[src/rtl/rv32i_exec_decode.sv]
// Execute/decode slice: control word, ALU result and branch flags, plus a sticky illegal-opcode flag.
// Latency: combinational outputs with no latency; illegal_seen is registered. There is no backpressure.
module rv32i_exec_decode (
    input  logic        clk,
    input  logic        rst_n,
    input  logic [31:0] inst,
    input  logic [31:0] pc,
    input  logic [31:0] rs1_data,
    input  logic [31:0] rs2_data,
    input  logic [31:0] imm,
    output logic [17:0] control,
    output logic [31:0] alu_out,
    output logic        br_eq,
    output logic        br_lt,
    output logic        illegal_seen
);

    localparam logic [6:0] OP_R      = 7'b0110011;
    localparam logic [6:0] OP_IMM    = 7'b0010011;
    localparam logic [6:0] OP_LOAD   = 7'b0000011;
    localparam logic [6:0] OP_STORE  = 7'b0100011;
    localparam logic [6:0] OP_BRANCH = 7'b1100011;
    localparam logic [6:0] OP_JAL    = 7'b1101111;
    localparam logic [6:0] OP_JALR   = 7'b1100111;
    localparam logic [6:0] OP_LUI    = 7'b0110111;
    localparam logic [6:0] OP_AUIPC  = 7'b0010111;

    localparam logic [3:0] ALU_ADD  = 4'd0;
    localparam logic [3:0] ALU_SUB  = 4'd1;
    localparam logic [3:0] ALU_SLL  = 4'd2;
    localparam logic [3:0] ALU_SLT  = 4'd3;
    localparam logic [3:0] ALU_SLTU = 4'd4;
    localparam logic [3:0] ALU_XOR  = 4'd5;
    localparam logic [3:0] ALU_SRL  = 4'd6;
    localparam logic [3:0] ALU_SRA  = 4'd7;
    localparam logic [3:0] ALU_OR   = 4'd8;
    localparam logic [3:0] ALU_AND  = 4'd9;
    localparam logic [3:0] ALU_PASS = 4'd10;
    localparam logic [3:0] ALU_ADDC = 4'd11;

    logic [6:0] opcode;
    logic [2:0] funct3;
    logic       funct7_b5;
    logic       unused_inst_bits;

    assign opcode           = inst[6:0];
    assign funct3           = inst[14:12];
    assign funct7_b5        = inst[30];
    assign unused_inst_bits = ^{inst[31], inst[29:15], inst[11:7]};

    logic [2:0] dec_imm_sel;
    logic       dec_reg_we;
    logic       dec_cmpop;
    logic       dec_mux1;
    logic       dec_mux2;
    logic [3:0] dec_aluop;
    logic [3:0] dec_dmem;
    logic [1:0] dec_wb;
    logic       dec_jump;
    logic       dec_branch;
    logic       dec_illegal;

    function automatic logic [3:0] alu_map(input logic [2:0] f3, input logic alt);
        case (f3)
            3'b000:  return alt ? ALU_SUB : ALU_ADD;
            3'b001:  return ALU_SLL;
            3'b010:  return ALU_SLT;
            3'b011:  return ALU_SLTU;
            3'b100:  return ALU_XOR;
            3'b101:  return alt ? ALU_SRA : ALU_SRL;
            3'b110:  return ALU_OR;
            default: return ALU_AND;
        endcase
    endfunction

    always_comb begin
        dec_imm_sel = 3'd0;
        dec_reg_we  = 1'b0;
        dec_cmpop   = 1'b0;
        dec_mux1    = 1'b0;
        dec_mux2    = 1'b0;
        dec_aluop   = ALU_ADD;
        dec_dmem    = 4'd0;
        dec_wb      = 2'd0;
        dec_jump    = 1'b0;
        dec_branch  = 1'b0;
        dec_illegal = 1'b0;
        case (opcode)
            OP_R: begin
                dec_reg_we = 1'b1;
                dec_wb     = 2'd1;
                dec_aluop  = alu_map(funct3, funct7_b5);
            end
            OP_IMM: begin
                dec_mux1   = 1'b1;
                dec_reg_we = 1'b1;
                dec_wb     = 2'd1;
                // Only SRAI reads funct7[5]; for ADDI that bit is immediate data.
                dec_aluop  = alu_map(funct3, (funct3 == 3'b101) && funct7_b5);
            end
            OP_LOAD: begin
                dec_mux1   = 1'b1;
                dec_dmem   = {1'b0, funct3};
                dec_reg_we = 1'b1;
            end
            OP_STORE: begin
                dec_imm_sel = 3'd1;
                dec_mux1    = 1'b1;
                dec_dmem    = {1'b1, funct3};
            end
            OP_BRANCH: begin
                dec_imm_sel = 3'd2;
                dec_mux1    = 1'b1;
                dec_mux2    = 1'b1;
                dec_cmpop   = funct3[1];
                dec_branch  = 1'b1;
            end
            OP_JAL: begin
                dec_imm_sel = 3'd4;
                dec_mux1    = 1'b1;
                dec_mux2    = 1'b1;
                dec_jump    = 1'b1;
                dec_reg_we  = 1'b1;
                dec_wb      = 2'd2;
            end
            OP_JALR: begin
                dec_mux1   = 1'b1;
                dec_aluop  = ALU_ADDC;
                dec_jump   = 1'b1;
                dec_reg_we = 1'b1;
                dec_wb     = 2'd2;
            end
            OP_LUI: begin
                dec_imm_sel = 3'd3;
                dec_mux1    = 1'b1;
                dec_aluop   = ALU_PASS;
                dec_reg_we  = 1'b1;
                dec_wb      = 2'd1;
            end
            OP_AUIPC: begin
                dec_imm_sel = 3'd3;
                dec_mux1    = 1'b1;
                dec_mux2    = 1'b1;
                dec_reg_we  = 1'b1;
                dec_wb      = 2'd1;
            end
            default: dec_illegal = 1'b1;
        endcase
    end

    assign br_eq = (rs1_data == rs2_data);
    assign br_lt = dec_cmpop ? (rs1_data < rs2_data)
                             : ($signed(rs1_data) < $signed(rs2_data));

    logic taken;
    always_comb begin
        taken = 1'b0;
        case (funct3)
            3'b000:        taken = br_eq;
            3'b001:        taken = ~br_eq;
            3'b100, 3'b110: taken = br_lt;
            3'b101, 3'b111: taken = ~br_lt;
            default:       taken = 1'b0;
        endcase
    end

    logic pcmux_sel;
    assign pcmux_sel = dec_jump | (dec_branch & taken);

    // Redirect, register write and store enable are gated by reset so nothing commits during reset.
    assign control = {pcmux_sel & rst_n, dec_imm_sel, dec_reg_we & rst_n, dec_cmpop,
                      dec_mux1, dec_mux2, dec_aluop,
                      dec_dmem[3] & rst_n, dec_dmem[2:0], dec_wb};

    logic [31:0] op_a;
    logic [31:0] op_b;
    logic [31:0] sum;
    logic [4:0]  shamt;

    assign op_a  = dec_mux2 ? pc : rs1_data;
    assign op_b  = dec_mux1 ? imm : rs2_data;
    assign sum   = op_a + op_b;
    assign shamt = op_b[4:0];

    always_comb begin
        alu_out = 32'd0;
        case (dec_aluop)
            ALU_ADD:  alu_out = sum;
            ALU_SUB:  alu_out = op_a - op_b;
            ALU_SLL:  alu_out = op_a << shamt;
            ALU_SLT:  alu_out = {31'd0, $signed(op_a) < $signed(op_b)};
            ALU_SLTU: alu_out = {31'd0, op_a < op_b};
            ALU_XOR:  alu_out = op_a ^ op_b;
            ALU_SRL:  alu_out = op_a >> shamt;
            ALU_SRA:  alu_out = $unsigned($signed(op_a) >>> shamt);
            ALU_OR:   alu_out = op_a | op_b;
            ALU_AND:  alu_out = op_a & op_b;
            ALU_PASS: alu_out = op_b;
            ALU_ADDC: alu_out = {sum[31:1], 1'b0};
            default:  alu_out = 32'd0;
        endcase
    end

    always_ff @(posedge clk or negedge rst_n) begin
        if (!rst_n) begin
            illegal_seen <= 1'b0;
        end else if (dec_illegal) begin
            illegal_seen <= 1'b1;
        end
    end

endmodule

[config.mk]
export PLATFORM = sky130hd
export DESIGN_NAME = rv32i_exec_decode
export DESIGN_NICKNAME = d
export VERILOG_FILES = /design/src/rtl/rv32i_exec_decode.sv
export SDC_FILE = /design/constraint.sdc
export NUM_CORES = 1
export LEC_CHECK = 0
export ABC_AREA = 1
export CAP_MARGIN = 20
export CELL_PAD_IN_SITES_DETAIL_PLACEMENT = 0
export CELL_PAD_IN_SITES_GLOBAL_PLACEMENT = 2
export CORE_ASPECT_RATIO = 0.5
export CORE_MARGIN = 5
export CORE_UTILIZATION = 25
export DETAILED_ROUTE_END_ITERATION = 7
export PLACE_DENSITY = 0.88
export SYNTH_ARGS = -nofsm -noshare
export SYNTH_HDL_FRONTEND = slang
export SYNTH_SLANG_ARGS = --single-unit
[constraint.sdc]
create_clock -name clk -period 6.4 [get_ports clk]
set_clock_uncertainty 0.05 [all_clocks]
set_input_delay 1.28 -clock clk [delete_from_list [all_inputs] [get_ports clk]]
set_output_delay 1.28 -clock clk [all_outputs]
set_load 0.05 [all_outputs]
==> flow_summary.yaml <==
yosys:
  synth_seq_cells: 1
  syn_inst: 2351
  synthTopCellsByArea: "nand2_1 21%, ha_1 14%, nand3_1 14%"
  mappedNetlistNets: 2649
  synth-main-ff-cell: "dfrtp_1"
  yosys.area.top_type: "nand2_1"
  netlist_area_um2: 11900
  synth_commonest_cells: "671 x nand2_1, 340 x inv_1, 334 x nand3_1"
  synth_most_common_cell: "nand2_1"
  yosysSeqAreaShare: 0.00210
  synthArstFlopShare: 1.00
  yosysWarnings: 0
  synth.distinct_cells: 51
  synth.avg_cell_area_um2: 5.06
  synth_top_area_frac: 0.212
  synth_edf_count: 0
power_and_ir_drop:
  power_frac_clock: 0
  p_per_area_nw_per_um2: 126
  p_comb_frac: 0.997
  leakage_nw: 9.59
  switching_share: 0.588
  vdd_drop_max_mv: 0.0965
  seqPwrFrac: 0.003
  internal_power_uw: 947
  power_switching_mw: 1.35
sta:
  drv_slew: 0
  fmax_ghz: 0.160
  relSlewSlack: 0.483
  finalCritPeriodShare: 0.978
  tightest_slew_ps: 775
  setup_violations: 0
  hold_violations: 0
  min_period_ps: 6260
grt:
  overflow: 0
  grt_pass1_wl_mm: 100
  grtUsageMet2: 0.408
  grt_util_all_layers: 0.250
  use_met3: 0.0650
  grt_pass1_vias: 16500
  top_usage_layer: "met2"
  use_met1: 0.340
  grt_max_degree: 72
  antenna_found_initial: 1
floorplan:
  fp.dieArea_um2: 52300
  dieWidth_um: 319
  start_util: 0.253
  die_height_um: 164
  ioPinCount: 215
  std_cell_rows: 56
  core_um2: 46900
layout:
  largest_register_ffs: 1
  seq_area_um2: 25.0
  finalNetCount: 3167
  multi_input_area_um2: 10600
  fin_cells: 3505
  top_register: "illegal_seen"
  antenna_cells: 0
  area_growth_pct: 53.2
  reg_top3: "illegal_seen x1"
  post-route-util: 0.388
  fillCellCount: 5294
  drive_gt1_frac: 0.224
clock_network:
  clk_latency_ps: 0
  clk_pin_slew_worst_paths_ps: 0
place:
  detailedPlacementHpwl_mm: 58.1
  dp.cells: 3482
  place_congestion: 1.06
  port-buffer-count: 193
worst_setup_path:
  path_max_fanout: 11
  start_kind: "primary input"
  crit_path_top_delay_cell: "a211oi_1"
  required_ps: 5070
  cp_slowest_stage_delay_ps: 320
  path_common_cell: "nand2_1"
  r2r_slack_ps: 5670
  crit_arrival_ps: 4930
  crit_type: "primary input to output port"
  endpoint_kind: "output port"
route:
  drt_iter0_drc: 2275
  post_drt_wl_per_cell_um: 19.7
  detail-route-antenna-nets: 0
  drc: 0
  vias: 17800
  drt_wl_total_mm: 68.9
  vias_per_cell: 5.08
  dr.pass1.iters: 5
run:
  maxCapViolCount: 0
status:
  status: "completed"
worst_hold_path:
  hold_path_class: "register to register"
==> worst max-delay path: cells and delay by family <==
family	cells	cell delay, ps
adder cells (fa/ha/maj)	1	310
buffers and inverters	12	1360
AND/OR/NAND/NOR	11	1070
AO/OA/AOI/OAI	5	870
==> path summary, 6_finish.rpt <==
path                               from           end  depth (start not counted)
min in group asynchronous         rst_n  illegal_seen                          1
hold / removal             illegal_seen  illegal_seen                          1
setup / recovery                inst[2]   alu_out[26]                         29
setup reg to reg           illegal_seen  illegal_seen                          1
max in group asynchronous         rst_n  illegal_seen                          1
hold reg to reg            illegal_seen  illegal_seen                          1
==> cell families after synthesis <==
kind of cell	count (synthesis)	synth area share
AO/OA/AOI/OAI	430	0.212
XOR/XNOR	9	0.00663
adder cells (fa/ha/maj)	136	0.144
buffers and inverters	458	0.158
flip-flops	1	0.00210
AND/OR/NAND/NOR	1317	0.478
==> what timing repair did <==
item	CTS	global route
buffers inserted	15	6
pin swaps	26	27
gates resized for setup	139	57
hold buffers	0	0
endpoints found under the setup margin	27	29
gates cloned	2	0
==> per-layer routing <==
| metal | up-vias | wire length (um) | part of all wire |
|---|---|---|---|
| met3 | 69 | 7500 | 0.11 |
| met4 | 0 | 1420 | 0.021 |
| li1 | 8723 | - | - |
| met1 | 8265 | 30300 | 0.44 |
| met2 | 739 | 29700 | 0.43 |
| met5 | - | 0 | 0 |
==> cell type report <==
cell class,instances,share of cell area
Inverter,358,0.0740
Multi-Input combinational cell,1892,0.579
Sequential cell,1,0.00137
Tap cell,638,0.0438
Timing Repair Buffer,616,0.302
==> layout by cell type (no fill, tap or decap), types with 32 or more instances in the layout <==
cell type        netlist  routed
nand2_1              671     657
buf_4                 12     411
inv_1                340     327
nand3_1              334     326
nor2_1               206     188
clkdlybuf4s50_1        0     154
a21oi_1              151     133
ha_1                 134     121
o21ai_0              105      84
o21ai_1               32      38
o21a_1                38      36
buf_12                 0      33
nand4_1               32      32
o22ai_1               32      32
==> metrics by stage <==
step	area [um^2]	setup slack (ps)	TNS (ps)	hold WS [ps]	power, mW
after detailed placement	17400	-558	-8900	407	2.14
after floorplan	11900	211	0	755	1.10
after global placement	17400	-534	-8110	424	2.13
final	18200	139	0	411	2.30
after global routing	18200	-9.64	-14.0	432	2.45
after CTS	18100	3.16	0	411	2.23
==> power groups by stage <==
| stage | sequential (mW) | clock (mW) | combinational, mW |
|---|---|---|---|
| final | 0.00644 | 0 | 2.29 |
| after global routing | 0.00644 | 0 | 2.44 |
| after CTS | 0.00644 | 0 | 2.22 |
| after global placement | 0.00644 | 0 | 2.12 |
| after detailed placement | 0.00644 | 0 | 2.13 |
| after floorplan | 0.00644 | 0 | 1.09 |
Note: power is estimated with default switching activity, not from simulation.
